File: config.mk
export PLATFORM = sky130hd
export DESIGN_NAME = data_memory_arbiter
export DESIGN_NICKNAME = d
export VERILOG_FILES = /design/src/rtl/data_memory_arbiter_pkg.sv /design/src/rtl/arb_grant_select.sv /design/src/rtl/data_memory_arbiter.sv
export SDC_FILE = /design/constraint.sdc
export NUM_CORES = 1
export LEC_CHECK = 0
export ABC_AREA = 1
export ABC_CLOCK_PERIOD_IN_PS = 1600
export CAP_MARGIN = 20
export CORE_MARGIN = 3
export CORE_UTILIZATION = 42
export DETAILED_ROUTE_END_ITERATION = 10
export GPL_ROUTABILITY_DRIVEN = 1
export PLACE_DENSITY = 0.81
export SKIP_LAST_GASP = 1
export SYNTH_ARGS = -nofsm -noshare
export SYNTH_HDL_FRONTEND = slang
export SYNTH_SLANG_ARGS = --single-unit
File: constraint.sdc
create_clock -name clk -period 1.6 [get_ports clk]
set_input_delay 0.32 -clock clk [delete_from_list [all_inputs] [get_ports clk]]
set_output_delay 0.32 -clock clk [all_outputs]
set_load 0.005 [all_outputs]
File: src/rtl/data_memory_arbiter_pkg.sv
// Shared definitions for the data memory arbiter: FSM state encoding and requester ids.
package data_memory_arbiter_pkg;

    typedef enum logic [1:0] {
        ST_IDLE   = 2'd0,
        ST_ACCESS = 2'd1,
        ST_RESP   = 2'd2
    } state_t;

    localparam logic ID_CPU = 1'b0;
    localparam logic ID_DMA = 1'b1;

endpackage

File: src/rtl/arb_grant_select.sv
// Combinational winner pick between the CPU and DMA requesters.
// ARB_ROUND_ROBIN_EN selects round-robin tie-break; otherwise CPU has fixed priority.
module arb_grant_select
    import data_memory_arbiter_pkg::*;
(
    input  logic cpu_req,
    input  logic dma_req,
`ifdef ARB_ROUND_ROBIN_EN
    input  logic rr_ptr,
`endif
    output logic grant_valid,
    output logic grant_id
);

    always_comb begin
        grant_valid = cpu_req | dma_req;
        grant_id    = ID_CPU;
`ifdef ARB_ROUND_ROBIN_EN
        // The pointer only matters on a tie; a lone requester always wins.
        if (cpu_req && dma_req) begin
            grant_id = rr_ptr;
        end else if (dma_req) begin
            grant_id = ID_DMA;
        end
`else
        if (!cpu_req && dma_req) begin
            grant_id = ID_DMA;
        end
`endif
    end

endmodule

File: src/rtl/data_memory_arbiter.sv
// Shares one single-port data memory between CPU (port 0) and DMA (port 1), one access per 3 cycles.
// Optional macro ARB_ROUND_ROBIN_EN switches from fixed CPU priority to round-robin arbitration.
module data_memory_arbiter
    import data_memory_arbiter_pkg::*;
#(
    parameter int ADDR_W = 32,
    parameter int DATA_W = 32
) (
    input  logic              clk,
    input  logic              reset,
    input  logic              cpu_req,
    input  logic              cpu_we,
    input  logic [ADDR_W-1:0] cpu_addr,
    input  logic [DATA_W-1:0] cpu_wdata,
    output logic              cpu_ack,
    output logic [DATA_W-1:0] cpu_rdata,
    input  logic              dma_req,
    input  logic              dma_we,
    input  logic [ADDR_W-1:0] dma_addr,
    input  logic [DATA_W-1:0] dma_wdata,
    output logic              dma_ack,
    output logic [DATA_W-1:0] dma_rdata,
    output logic [ADDR_W-1:0] mem_address,
    output logic [DATA_W-1:0] mem_write_data,
    output logic              mem_read,
    output logic              mem_write,
    input  logic [DATA_W-1:0] mem_read_data
);

    // Handshake: a requester holds req with stable we/addr/wdata until its one-cycle ack;
    // inputs are sampled only in IDLE, so changes during ACCESS/RESP have no effect.
    state_t            state_q, state_d;
    logic              id_q, id_d;
    logic              we_q, we_d;
    logic [ADDR_W-1:0] addr_q, addr_d;
    logic [DATA_W-1:0] wdata_q, wdata_d;
    logic [DATA_W-1:0] cpu_rdata_q, cpu_rdata_d;
    logic [DATA_W-1:0] dma_rdata_q, dma_rdata_d;
    logic              cpu_ack_q, cpu_ack_d;
    logic              dma_ack_q, dma_ack_d;
    logic              grant_valid;
    logic              grant_id;
`ifdef ARB_ROUND_ROBIN_EN
    logic              rr_ptr_q, rr_ptr_d;
`endif

    arb_grant_select u_grant_select (
        .cpu_req     (cpu_req),
        .dma_req     (dma_req),
`ifdef ARB_ROUND_ROBIN_EN
        .rr_ptr      (rr_ptr_q),
`endif
        .grant_valid (grant_valid),
        .grant_id    (grant_id)
    );

    always_comb begin
        state_d     = state_q;
        id_d        = id_q;
        we_d        = we_q;
        addr_d      = addr_q;
        wdata_d     = wdata_q;
        cpu_rdata_d = cpu_rdata_q;
        dma_rdata_d = dma_rdata_q;
        cpu_ack_d   = 1'b0;
        dma_ack_d   = 1'b0;
`ifdef ARB_ROUND_ROBIN_EN
        rr_ptr_d    = rr_ptr_q;
`endif
        case (state_q)
            ST_IDLE: begin
                if (grant_valid) begin
                    id_d = grant_id;
                    if (grant_id == ID_DMA) begin
                        we_d    = dma_we;
                        addr_d  = dma_addr;
                        wdata_d = dma_wdata;
                    end else begin
                        we_d    = cpu_we;
                        addr_d  = cpu_addr;
                        wdata_d = cpu_wdata;
                    end
`ifdef ARB_ROUND_ROBIN_EN
                    rr_ptr_d = ~grant_id;
`endif
                    state_d = ST_ACCESS;
                end
            end
            ST_ACCESS: begin
                // Read data is captured on the edge that closes the access cycle.
                if (!we_q) begin
                    if (id_q == ID_DMA) dma_rdata_d = mem_read_data;
                    else                cpu_rdata_d = mem_read_data;
                end
                cpu_ack_d = (id_q == ID_CPU);
                dma_ack_d = (id_q == ID_DMA);
                state_d   = ST_RESP;
            end
            ST_RESP: begin
                state_d = ST_IDLE;
            end
            default: begin
                state_d = ST_IDLE;
            end
        endcase
    end

    always_ff @(posedge clk) begin
        if (reset) begin
            state_q     <= ST_IDLE;
            id_q        <= ID_CPU;
            we_q        <= 1'b0;
            addr_q      <= '0;
            wdata_q     <= '0;
            cpu_rdata_q <= '0;
            dma_rdata_q <= '0;
            cpu_ack_q   <= 1'b0;
            dma_ack_q   <= 1'b0;
`ifdef ARB_ROUND_ROBIN_EN
            rr_ptr_q    <= ID_CPU;
`endif
        end else begin
            state_q     <= state_d;
            id_q        <= id_d;
            we_q        <= we_d;
            addr_q      <= addr_d;
            wdata_q     <= wdata_d;
            cpu_rdata_q <= cpu_rdata_d;
            dma_rdata_q <= dma_rdata_d;
            cpu_ack_q   <= cpu_ack_d;
            dma_ack_q   <= dma_ack_d;
`ifdef ARB_ROUND_ROBIN_EN
            rr_ptr_q    <= rr_ptr_d;
`endif
        end
    end

    // Memory bus is driven only during ACCESS, so both strobes can never be high together.
    assign mem_read       = (state_q == ST_ACCESS) && !we_q;
    assign mem_write      = (state_q == ST_ACCESS) && we_q;
    assign mem_address    = (state_q == ST_ACCESS) ? addr_q  : '0;
    assign mem_write_data = (state_q == ST_ACCESS) ? wdata_q : '0;
    assign cpu_ack        = cpu_ack_q;
    assign dma_ack        = dma_ack_q;
    assign cpu_rdata      = cpu_rdata_q;
    assign dma_rdata      = dma_rdata_q;

endmodule

== Word-level counts from Yosys, hierarchy flattened ==
Index checks and enable logic that the tools add are counted.

* Output and inout bits: 132
* Word-level logic and storage cells: 33
* Flip-flop bits (word level): 134

* Reduce and logical (&&, ||, !) cells: 10
* Bitwise gates (word level): 4
* Equality and inequality tests: 2
* Multiplexer cells: 8

{| class="wikitable"
|+ Operator list
! cell !! count
|-
| $mux 32 || 4
|-
| $reduce_and 3->1 || 2
|-
| $pmux 2 s2 || 1
|-
| $logic_and 1x1->1 || 3
|-
| $not 1->1 || 3
|-
| $eq 2x1->1 const B || 1
|-
| $logic_not 1->1 || 2
|-
| $logic_not 2->1 || 1
|-
| $mux 1 || 2
|-
| $mux 2 || 1
|-
| $ne 2x2->1 const B || 1
|-
| $reduce_and 2->1 || 1
|-
| $reduce_or 2->1 || 1
|-
| $or 1x1->1 || 1
|}

== Depth between registers and ports, before layout ==
* Depth in word-level cells: 4
* Depth in mapped cells: 8
* Gate-level depth less buffers: 6

== Hierarchy ==
Synthesis repeated with hierarchy kept, for this count alone.

* Cells, all modules: 1103
* Area, all modules: 6535.0 um^2

{| class="wikitable"
|+ Modules (own cells, without submodules)
! module !! cells an instance !! area an instance (um^2) !! times used
|-
| data_memory_arbiter || 1099 || 6520.0 || 1
|-
| arb_grant_select || 4 || 15.0 || 1
|}

== Least setup slack after synthesis ==
OpenSTA, ideal clock, no wires.

* Path type: register to output
* Start: register state_q[1]
* End: output port mem_write_data[21]
* Path slack: 0.364 ns
* Stages on the path, launching flop included: 6
* Buffers on the path: 2
* Data arrival time: 0.916 ns
* Cell sequence: dfxtp_1 inv_2 nand2_2 buf_2 buf_2 nor2_1

* Cells in the longest elaborated chain, start to end: 2

{| class="wikitable"
|+ Ends and longest elaborated chain
! element !! line !! source
|-
| from (decl) || data_memory_arbiter.sv:32 || <nowiki>state_t state_q, state_d;</nowiki>
|-
| from (signal assigned) || data_memory_arbiter.sv:123 || <nowiki>state_q <= state_d;</nowiki>
|-
| $eq 2x1->1 || data_memory_arbiter.sv:142 || <nowiki>assign mem_write_data = (state_q == ST_ACCESS) ? wdata_q : '0;</nowiki>
|-
| $mux 32 || data_memory_arbiter.sv:142 ||
|-
| to (decl) || data_memory_arbiter.sv:24 || <nowiki>output logic [DATA_W-1:0] mem_write_data,</nowiki>
|}

No other way between the ends.

== Worst setup path in the final report ==
* Start: register state_q[1]
* End: output port mem_write_data[5]

Same word-level chain as after synthesis.

==> flow_metrics.env <==
export IMPL_grt_max_degree=63
export IMPL_r2r_end="cpu_rdata[14]$_SDFFE_PP0P_"
export IMPL_power_density_mw_per_mm2=950
export IMPL_drt_iter0_drc=405
export IMPL_cts_buffer_depth=2
export IMPL_wire_per_inst_microns=14.1
export IMPL_maxSlewHeadroom_pct=81.1
export IMPL_p_leak_nw=5.63
export IMPL_drive_gt1_share_pct=14.6
export IMPL_die_area_sq_mm=0.0173
export IMPL_dpl_cell_area_sq_mm=0.00992
export IMPL_drc=0
export IMPL_drt_pass1_iterations=5
export IMPL_synth_top_family_by_area="simple AND/OR/NAND/NOR gates"
export IMPL_netlist_area_sq_mm=0.00664
export IMPL_synth_xor_area_share_pct=0
export IMPL_hold_depth=5
export IMPL_worstHoldPathType="input port to flop"
export IMPL_instances_no_fill=1614
export IMPL_finalMaxSlewViolations=0
export IMPL_ios=298
export IMPL_status="finished, violations left"
export IMPL_grt_antenna_before_repair=1
export IMPL_critPathCaptureType="output port"
export IMPL_pre_cts_slack_ns=-0.0940
export IMPL_hold_path_startpoint="dma_req"
export IMPL_ff2ff_setup_slack_ns=0.08
export IMPL_ctsHoldBuffers=0
export IMPL_worst_slew_pin_slew_ns=0.284
export IMPL_synth_nets=1274
export IMPL_antenna_cells=0
export IMPL_die_x_microns=132
export IMPL_nNetsFinal=1556
export IMPL_crit_fanout=5
export IMPL_die_y_microns=132
export IMPL_yosysSeqAreaShare_pct=40.4
export IMPL_clock_latency_ns=0.42
export IMPL_htree_num_levels=4
export IMPL_hold_viol=0
export IMPL_synth_area_leaders="dfxtp_1 (40%), nand2_1 (19%), nor2_1 (17%)"
export IMPL_synth_compound_area_share_pct=2.49
export IMPL_cts_root_buf="clkbuf_16"
export IMPL_clkTransAtPathRegs_ns=0.05
export IMPL_synth_top_area_share_pct=40.4
export IMPL_dpl_hpwl_microns=15300
export IMPL_critPathKind="flop to output port"
export IMPL_ys_ff_latch=134
export IMPL_ant_nets=0
export IMPL_failed_checks="negative setup slack"
export IMPL_final_cell_area_sq_mm=0.0109
export IMPL_grt_first_pass_wirelength_microns=34900
export IMPL_core_area_sq_mm=0.0153
export IMPL_ys_types=15
export IMPL_drv_cap=0
export IMPL_vdd_ir_drop_worst_uv=752
export IMPL_fin_worst_skew_ns=0.00605
export IMPL_fmax_mhz=566
export IMPL_drt_total_wl_microns=22700
export IMPL_numPortBuffers=297
export IMPL_track_usage_pct=24.8
export IMPL_viasPerCell=4.78
export IMPL_fill_cells=1213
export IMPL_gr_total_overflow=0
export IMPL_reg2reg_from="state_q[1]$_SDFFE_PP0P_"
export IMPL_clock_sinks=134
export IMPL_synth_area_leader_cell="dfxtp_1"
export IMPL_power_mw=10.3
export IMPL_rr_worst_depth=8
export IMPL_synth_mux_area_share_pct=0
export IMPL_final_common_cell="nand2_1"
export IMPL_synth_adder_area_share_pct=0
export IMPL_required_ns=1.28
export IMPL_period_share_pct=110
export IMPL_place_congestion=0.832
export IMPL_synth_cells=1108
export IMPL_finalCriticalPeriod_ns=1.77
export IMPL_cts_made_buffers=17
export IMPL_final_cell_mix="nand2_1 (327), nor2_1 (252), clkdlybuf4s50_1 (178), nand3_1 (130), dfxtp_1 (127)"
export IMPL_finalSetupViolCount=65
export IMPL_grt_pass1_vias=7036
export IMPL_cts_tree="yes"
export IMPL_yosys_area_share_simple_pct=45.6
export IMPL_setup_slack_ns=-0.165
export IMPL_row_count=45
export IMPL_rsz0062_at_grt="yes"
export IMPL_placed_cells=1569
export IMPL_yosysWarningCount=0
export IMPL_synth_area_per_cell_sq_um=5.99
export IMPL_startpoint_type="flop"
export IMPL_hold_end="addr_q[13]$_SDFFE_PP0P_"
export IMPL_holdWs_ns=0.366
export IMPL_initial_core_util_pct=43.3
export IMPL_critPathArrivalTime_ns=1.45
export IMPL_num_vias=7716
export IMPL_area_delta_synth_final_pct=63.9
report_power, final:
part | switching [mW] | internal [mW] | leakage, nW
Sequential | 0.107 | 3.64 | 1.11
Combinational | 1.34 | 1.22 | 4.22
Clock | 1.53 | 2.51 | 0.297
sequential cells by signal, indices dropped and copies added, names as in the netlist:
name and flops:
dma_ack 1, dma_rdata 32, wdata_q 32, we_q 1, id_q 1, cpu_ack 1, state_q 2, cpu_rdata 32
addr_q 32
worst max-delay path by stage:
| stage | from | end | cells past startpoint |
|---|---|---|---|
| after detailed placement | cpu_req | addr_q[28]$_SDFFE_PP0P_ | 8 |
| after floorplan | state_q[1]$_SDFFE_PP0P_ | mem_write_data[21] | 5 |
| final | state_q[1]$_SDFFE_PP0P_ | mem_write_data[5] | 6 |
| after global routing | state_q[1]$_SDFFE_PP0P_ | mem_write_data[16] | 6 |
| after CTS | state_q[1]$_SDFFE_PP0P_ | mem_write_data[22] | 5 |
| after global placement | cpu_req | wdata_q[7]$_SDFFE_PP0P_ | 8 |
layout make-up:
class                      instances  area, sq um  area share [%]
tap                              211          264            2.43
multi-input combinational        793         3480            32.0
clock inverter                    14          173            1.59
inverter                         103          392            3.60
clock buffer                      18          439            4.04
sequential                       134         2690            24.7
timing repair buffer             341         3430            31.6
cells in the mapped netlist:
library cell / number
buf_1: 8
nor2_1: 295
nand2_2: 1
buf_2: 45
nand2_1: 329
nor3_1: 2
buf_4: 3
inv_1: 99
nand3_1: 130
nor2_2: 3
a21oi_1: 33
dfxtp_1: 134
inv_2: 4
buf_6: 2
clkbuf_1: 20
metrics by stage:
step                TNS [ns]  util [%]
floorplan                  0         -
global placement      -0.968      64.8
detailed placement     -2.90      64.8
CTS                    -9.70      69.0
global route           -9.44      71.0
finish                 -5.63      71.0
kinds of logic (layout without fill, tap and decap cells):
group | count (synthesis) | in the layout
buffers and inverters | 181 | 476
and+or+nand+nor | 760 | 760
DFF | 134 | 134
AOI/OAI and AO/OA | 33 | 33
routing by layer:
metal | routed length (microns) | vias to the layer above | global-route usage, %
met5 | 18 | - | 0
met4 | 731 | 2 | 10.1
met3 | 1760 | 58 | 7.47
met2 | 11400 | 315 | 43.9
met1 | 8810 | 3428 | 27.7
li1 | - | 3913 | -
timing repair:
action / CTS / global route
pin swaps: 2 / 4
endpoints found under the setup margin: 98 / 99
setup buffers: 5 / 2
gates cloned: 5 / 2
gates resized for setup: 345 / 79
critical path: stages, from the launching register on:
cell       delay (ns)
dfxtp_2          0.33
inv_4            0.07
nand2_8          0.10
buf_12           0.17
clkbuf_16        0.16
nor2_2           0.08
buf_2            0.12
Note: power is estimated with default switching activity, not from simulation.
